===== config.mk =====
export PLATFORM = sky130hd
export DESIGN_NAME = mgt_01_fp_add_sub_arbiter
export DESIGN_NICKNAME = d
export VERILOG_FILES = /design/src/rtl/mgt_01_fp_add_sub_arbiter.sv
export SDC_FILE = /design/constraint.sdc
export NUM_CORES = 1
export LEC_CHECK = 0
export CAP_MARGIN = 10
export CORE_AREA = 2 2 121 123
export CTS_CLUSTER_DIAMETER = 50
export DETAILED_ROUTE_END_ITERATION = 8
export DIE_AREA = 0 0 123 125
export PLACE_DENSITY = 0.91
export SLEW_MARGIN = 20
export SYNTH_ARGS = -nofsm -noshare
export SYNTH_HDL_FRONTEND = slang
export SYNTH_SLANG_ARGS = --single-unit

===== constraint.sdc =====
create_clock -name clk_i -period 6.04 [get_ports clk_i]
set_input_delay 1.812 -clock clk_i [delete_from_list [all_inputs] [get_ports clk_i]]
set_output_delay 1.812 -clock clk_i [all_outputs]
set_load 0.02 [all_outputs]

===== src/rtl/mgt_01_fp_add_sub_arbiter.sv =====
// Round-robin arbiter sharing one FP add/sub unit between N_REQ issue slots:
// one op in flight, watchdog on the FU, 1-entry writeback buffer.
// fu_state_i encoding (fu_state_e): 2'd0 idle, 2'd1 busy, 2'd2 valid.
module mgt_01_fp_add_sub_arbiter #(
    parameter int N_REQ   = 2,
    parameter int TAG_W   = 5,
    parameter int MAX_LAT = 16,
    localparam int ID_W   = (N_REQ > 1) ? $clog2(N_REQ) : 1
) (
    input  logic                   clk_i,
    input  logic                   rst_n_i,
    input  logic                   clk_en_i,
    input  logic [N_REQ-1:0]       req_valid_i,
    output logic [N_REQ-1:0]       req_ready_o,
    input  logic [N_REQ*32-1:0]    req_op_a_i,
    input  logic [N_REQ*32-1:0]    req_op_b_i,
    input  logic [N_REQ*7-1:0]     req_funct7_i,
    input  logic [N_REQ*TAG_W-1:0] req_tag_i,
    output logic [31:0]            fu_op_A_o,
    output logic [31:0]            fu_op_B_o,
    output logic [6:0]             fu_funct7_o,
    output logic                   fu_clk_en_o,
    input  logic [31:0]            fu_result_i,
    input  logic [1:0]             fu_state_i,
    input  logic [2:0]             fu_flags_i,
    output logic                   wb_valid_o,
    input  logic                   wb_ready_i,
    output logic [31:0]            wb_result_o,
    output logic [TAG_W-1:0]       wb_tag_o,
    output logic [ID_W-1:0]        wb_id_o,
    output logic [3:0]             wb_flags_o
);

    localparam int         WD_W     = $clog2(MAX_LAT);
    localparam logic [1:0] FU_VALID = 2'd2;
    localparam logic [31:0] QNAN    = 32'h7fc0_0000;

    typedef enum logic [1:0] {
        ST_IDLE = 2'd0,
        ST_EXEC = 2'd1,
        ST_DONE = 2'd2
    } state_e;

    state_e            state_r;
    state_e            state_next_s;
    logic [ID_W-1:0]   ptr_r;
    logic [WD_W-1:0]   wdog_r;
    logic [TAG_W-1:0]  tag_r;
    logic [ID_W-1:0]   id_r;
    logic [ID_W:0]     pick_s;
    logic              grant_found_s;
    logic [ID_W-1:0]   grant_idx_s;
    logic              accept_s;
    logic              fu_valid_s;
    logic              wdog_last_s;
    logic              exec_done_s;

    // First valid requester at or after ptr, wrapping; MSB flags a hit.
    function automatic logic [ID_W:0] rr_pick(input logic [N_REQ-1:0] valid,
                                              input logic [ID_W-1:0] ptr);
        logic            found;
        logic [ID_W-1:0] idx;
        int              cand;
        found = 1'b0;
        idx   = '0;
        for (int i = 0; i < N_REQ; i++) begin
            cand = int'(ptr) + i;
            if (cand >= N_REQ) cand = cand - N_REQ;
            else               cand = cand;
            if (!found && valid[cand]) begin
                found = 1'b1;
                idx   = ID_W'(cand);
            end else begin
                found = found;
            end
        end
        return {found, idx};
    endfunction

    // Round-robin winner selection.
    always_comb begin
        pick_s = rr_pick(req_valid_i, ptr_r);
    end

    assign grant_found_s = pick_s[ID_W];
    assign grant_idx_s   = pick_s[ID_W-1:0];
    assign accept_s      = clk_en_i && (state_r == ST_IDLE) && grant_found_s;
    assign fu_valid_s    = (state_r == ST_EXEC) && (fu_state_i == FU_VALID);
    assign wdog_last_s   = (wdog_r == WD_W'(MAX_LAT - 1));
    assign exec_done_s   = (state_r == ST_EXEC) && (fu_valid_s || wdog_last_s);
    assign fu_clk_en_o   = clk_en_i && (state_r == ST_EXEC);

    // One-hot grant, only offered in IDLE while enabled.
    always_comb begin
        req_ready_o = '0;
        if (accept_s) begin
            req_ready_o[grant_idx_s] = 1'b1;
        end else begin
            req_ready_o = '0;
        end
    end

    // Next-state logic.
    always_comb begin
        state_next_s = state_r;
        case (state_r)
            ST_IDLE: begin
                if (grant_found_s) state_next_s = ST_EXEC;
                else               state_next_s = ST_IDLE;
            end
            ST_EXEC: begin
                if (fu_valid_s || wdog_last_s) state_next_s = ST_DONE;
                else                           state_next_s = ST_EXEC;
            end
            ST_DONE: begin
                if (wb_ready_i) state_next_s = ST_IDLE;
                else            state_next_s = ST_DONE;
            end
            default: state_next_s = ST_IDLE;
        endcase
    end

    // State register, frozen while the global enable is low.
    always_ff @(posedge clk_i or negedge rst_n_i) begin
        if (!rst_n_i) begin
            state_r <= ST_IDLE;
        end else if (clk_en_i) begin
            state_r <= state_next_s;
        end
    end

    // Operand latch, rr pointer, watchdog and writeback buffer.
    always_ff @(posedge clk_i or negedge rst_n_i) begin
        if (!rst_n_i) begin
            ptr_r       <= '0;
            wdog_r      <= '0;
            tag_r       <= '0;
            id_r        <= '0;
            fu_op_A_o   <= 32'h0000_0000;
            fu_op_B_o   <= 32'h0000_0000;
            fu_funct7_o <= 7'd0;
            wb_valid_o  <= 1'b0;
            wb_result_o <= 32'h0000_0000;
            wb_tag_o    <= '0;
            wb_id_o     <= '0;
            wb_flags_o  <= 4'b0000;
        end else if (clk_en_i) begin
            if (accept_s) begin
                fu_op_A_o   <= req_op_a_i[32*int'(grant_idx_s) +: 32];
                fu_op_B_o   <= req_op_b_i[32*int'(grant_idx_s) +: 32];
                fu_funct7_o <= req_funct7_i[7*int'(grant_idx_s) +: 7];
                tag_r       <= req_tag_i[TAG_W*int'(grant_idx_s) +: TAG_W];
                id_r        <= grant_idx_s;
                ptr_r       <= (grant_idx_s == ID_W'(N_REQ - 1)) ? '0 : grant_idx_s + ID_W'(1);
            end
            if (state_r == ST_EXEC) begin
                wdog_r <= exec_done_s ? '0 : wdog_r + WD_W'(1);
            end
            // VALID has priority over the watchdog, even on its last cycle.
            if (exec_done_s) begin
                wb_valid_o  <= 1'b1;
                wb_result_o <= fu_valid_s ? fu_result_i : QNAN;
                wb_flags_o  <= fu_valid_s ? {1'b0, fu_flags_i} : 4'b1100;
                wb_tag_o    <= tag_r;
                wb_id_o     <= id_r;
            end else if ((state_r == ST_DONE) && wb_ready_i) begin
                wb_valid_o <= 1'b0;
            end
        end
    end

endmodule

; ---- Word level (Yosys, flattened, before mapping)
; Cells that the tools add are included.
; W data, S select, Z words.
[word_totals]
mem_count = 0
latch_bits = 0
mem_bits_ro = 0
reg_bits = 127
ramBits = 0
[classes]
n_mux = 25
n_reduce_logical = 16
eq_ne = 4
shift = 4
order_cmp = 6
n_mul = 2
n_bitwise = 0
addsub = 5
div = 0
[op_table]
columns = operator, count
row1 = $shiftx A64 B7 Y32, 2
row2 = $mux W32, 3
row3 = $lt A32 B3 Y1 const B, 2
row4 = $mux W1, 15
row5 = $shiftx A14 B5 Y7, 1
row6 = $shiftx A10 B5 Y5, 1
row7 = $logic_and A1 B1 Y1, 8
row8 = $mul A3 B1 Y4 const A, 2
row9 = $mux W4, 2
row10 = $reduce_and A2 Y1, 4
row11 = $mux W2, 3
row12 = $pmux W2 S3, 1
row13 = $add A4 B1 Y4 const B, 1
row14 = $eq A2 B2 Y1 const B, 2
row15 = $eq A4 B4 Y1 const B, 1
row16 = $sub A1 B2 Y3 const B, 1
row17 = $sub A2 B2 Y3 const B, 1
row18 = $add A1 B1 Y2 const B, 1
row19 = $eq A2 B1 Y1 const B, 1
row20 = $ge A1 B2 Y1 const B, 1
row21 = $ge A2 B2 Y1 const B, 1
row22 = $logic_not A2 Y1, 1
row23 = $lt A1 B2 Y1 const B, 1
row24 = $reduce_bool A2 Y1, 1
row25 = 5 further kinds, 5

; ---- Depth between registers and ports, before layout
[logic_depth]
ltp_word = 14
ltp_mapped = 7
mapped_depth_nobuf = 4

; ---- Worst setup path before layout
; OpenSTA, ideal clock, no wires.
[synth_path]
kind = input-to-output
start = input clk_en_i
end = output req_ready_o[0]
slack_ns = 1.472
arrival_ns = 2.756
n_path_buf = 3
stages = 5
cell_sequence = buf_2 nor3b_4 and3_1 buf_2 buf_2
[synth_between]
elab_chain_cells = 3
[synth_rtl]
columns = item, line_no
row1 = start: declaration, 12  ; input logic clk_en_i,
row2 = $logic_and A1 B1 Y1 (2 in series), 87  ; assign accept_s = clk_en_i && (state_r == ST_IDLE) && grant_found_s;
row3 = $mux W2, 96  ; if (accept_s) begin
row4 = end: declaration, 14  ; output logic [N_REQ-1:0] req_ready_o,
; No other way between the ends.

; ---- Worst setup path after layout
; Ends and elaborated chain as after synthesis.

==> run summary <==
Overall die width: 123 um
Synth top area cells: dfrtp_1, a221o_1, a21boi_0
Synth-to-Final Area Change: 70.63%
Vias in the first global route: 5224
Sw frac: 34.58%
Worst EP required: 4.23 ns
Worst slew pin tran: 0.9423 ns
Arrival @ worst endpoint: 3.69 ns
Fin crit period: 5.501 ns
Post-synth top cells: dfrtp_1, a21boi_0, a221o_1
CTS tree: yes
Clock share of power: 22.4%
Detailed placement HPWL: 12170 um
Antenna violations before repair: 0
Pin count of the biggest net entering global routing: 79
Overall Global Routing Usage: 22.94%
Storage element area: 3178 sq um
Distinct cell type count after synthesis: 34
CTS-repair resized insts: 0
Worst-skew pair later-pin latency: 0.41 ns
Routed Antenna Nets: 0
Max FO, Critical Path: 8
Hold Vio Cnt, Final: 0
Post CTS Setup Buffer Count: 0
Cts hold-fix bufs: 0
CP Capture Type: output pin
Share of the synthesized area in the top cell type: 59.07%
Final Cycle Share: 91.08%
Drt drc: 0
Iter 0 DRT Violations: 227
Seq/Total Area, Yosys: 59.07%
Core area: 14200 sq um
Fraction of layout cells with a size suffix above 1: 6.592%
Crit path kind: input pin to output pin
Fmax: 181.8 MHz
Routed vias: 4964
Top FF cell, synth: dfrtp_1
Final Slew Violations: 0
Leakage dissipation: 3.840 nW
Total Nets Final: 896
Final setup viols: 0
Vias per cell: 5.534
Maximum VDD drop: 0.0002516 V
NetSw: 1.637 mW
DIE AREA: 15380 sq um
Top-count cell post-synth: dfrtp_1
Clk buf depth: 2
N_diodes: 0
Critical path startpoint category: input pin
Die height: 125 um
Clock transition at path regs: 0.05 ns
IO Pins: 312
Site row count: 44
HP Class: flop to flop
Post-synth EDFFs: 0
Synthesized netlist cell count: 408
Clk Tree Root Cell: clkbuf_16
Pre-antenna DRT Iters: 4
Post-synth net total: 604
Initial core utilization: 37.88%
Post-synthesis cell area: 5380 sq um
Max-slew headroom: 37.18%
Outcome: finished clean
Multi-input combinational cell area: 2002 sq um
First-pass GRT wire length: 27150 um
Seq pwr share: 31.7%
Pwr Density: 515.6 nW/um^2
Synth Warn #: 0
Skew final: 0.007783 ns
Total Wirelength: 17710 um
Synth area leader: dfrtp_1
Async SR Flop Fraction: 100.0%
Fill cell count: 1065
DR WL/cell: 19.75 um
Flops & latches, synth: 127
Max Cap Viol: 0
Cell internal pwr: 3.097 mW
Power Total: 4.734 mW
H-Tree Depth: 4
Cts bufs inserted: 17
Routability cong.: 0.8052
RSZ-0062 raised after global routing: no
Combinational power share: 45.9%
# clock sinks: 127
Port Buffers: 311
Final TNS setup: 0 ns
Mean Syn Cell Area: 13.19 sq um
Overflow after GRT: 0
per-stage QoR:
stage | std cells | hold WS, ns | utilization (%) | setup slack, ns | instance area, sq um
CTS | 897 | 0.4805 | 64.58 | 0.5224 | 9173
global route | 897 | 0.5014 | 64.63 | 0.4587 | 9180
detailed placement | 865 | 0.4679 | 60.25 | 0.5479 | 8558
global placement | 865 | 0.4548 | 60.24 | 0.5599 | 8556
finish | 897 | 0.4743 | 64.63 | 0.5387 | 9180
floorplan | 408 | 0.4441 | - | 1.472 | 5380
critical path, stage by stage:
cell	delay, ns
clkdlybuf4s50_1	0.62
nor3b_4	0.39
and3_2	0.26
clkdlybuf4s50_1	0.60
cells in the final DEF, fill, tap and decap left out, types with 2 or more instances in the layout:
cell type and n:
clkdlybuf4s50_1 310, clkinv_2 4, clkinvlp_4 2, nand3_1 5, a21boi_0 76, nand2_1 10
bufinv_16 4, a221o_1 76, nand4b_1 2, o21ai_0 3, a22o_1 26, clkbuf_1 3
o22a_1 10, and3_2 2, a21o_1 2, dfrtp_1 127, clkbuf_16 17, buf_4 6
inv_1 2, mux2_2 6
layer usage:
metal | vias up | track usage [%] | share of wire [%]
li1 | 2210 | - | -
met1 | 2470 | 27.16 | 39
met2 | 254 | 39.06 | 51
met3 | 30 | 7.117 | 8.2
met4 | 0 | 8.155 | 2.4
met5 | - | 0 | 0
layout make-up:
cell class              count  share of cell area [%]
multi-input cells         236                   21.81
clock inverters            11                   1.785
well taps                 184                   2.508
inverters                   2                 0.08178
clock buffers              21                   4.907
flip-flops and latches    127                   34.62
repair buffers            316                   34.29
power groups by stage:
| stage | Sequential (mW) | Combinational (mW) | Clock, mW |
|---|---|---|---|
| final | 1.50 | 2.17 | 1.06 |
| after detailed placement | 1.50 | 2.18 | 0 |
| after global placement | 1.48 | 2.12 | 0 |
| after CTS | 1.50 | 2.19 | 1.08 |
| after global routing | 1.55 | 2.30 | 1.13 |
| after floorplan | 1.91 | 0.665 | 0 |
cells by family (layout without fill, tap and decap cells):
logic type | Yosys count | count (layout) | share of synthesized area, %
AND/OR/NAND/NOR | 29 | 29 | 3.326
AO/OA/AOI/OAI | 199 | 199 | 32.00
XOR/XNOR | 1 | 1 | 0.1628
multiplexers | 6 | 6 | 1.256
adder cells (fa/ha/maj) | 1 | 1 | 0.2325
flip-flops | 127 | 127 | 59.07
buffers and inverters | 45 | 350 | 3.953
state kept, by name (all words and copies together) (netlist names):
signal,count
wb_id_o,1
wb_valid_o,1
ptr_r,1
id_r,1
tag_r,5
wdog_r,4
wb_tag_o,5
state_r,2
fu_funct7_o,7
wb_result_o,32
fu_op_B_o,32
wb_flags_o,4
fu_op_A_o,32
worst paths after layout:
kind | startpoint | endpoint | slack (ns) | cells after the start
worst max register to register | state_r[1] | tag_r[3] | 3.83 | 4
worst min register to register | id_r | id_r | 0.47 | 1
worst max-delay path | clk_en_i | req_ready_o[0] | 0.54 | 4
max in group asynchronous | rst_n_i | wb_result_o[25] | 3.24 | 2
min in group asynchronous | rst_n_i | wb_result_o[23] | 1.53 | 1
worst min-delay path | id_r | id_r | 0.47 | 1
Note: power is estimated with default switching activity, not from simulation.
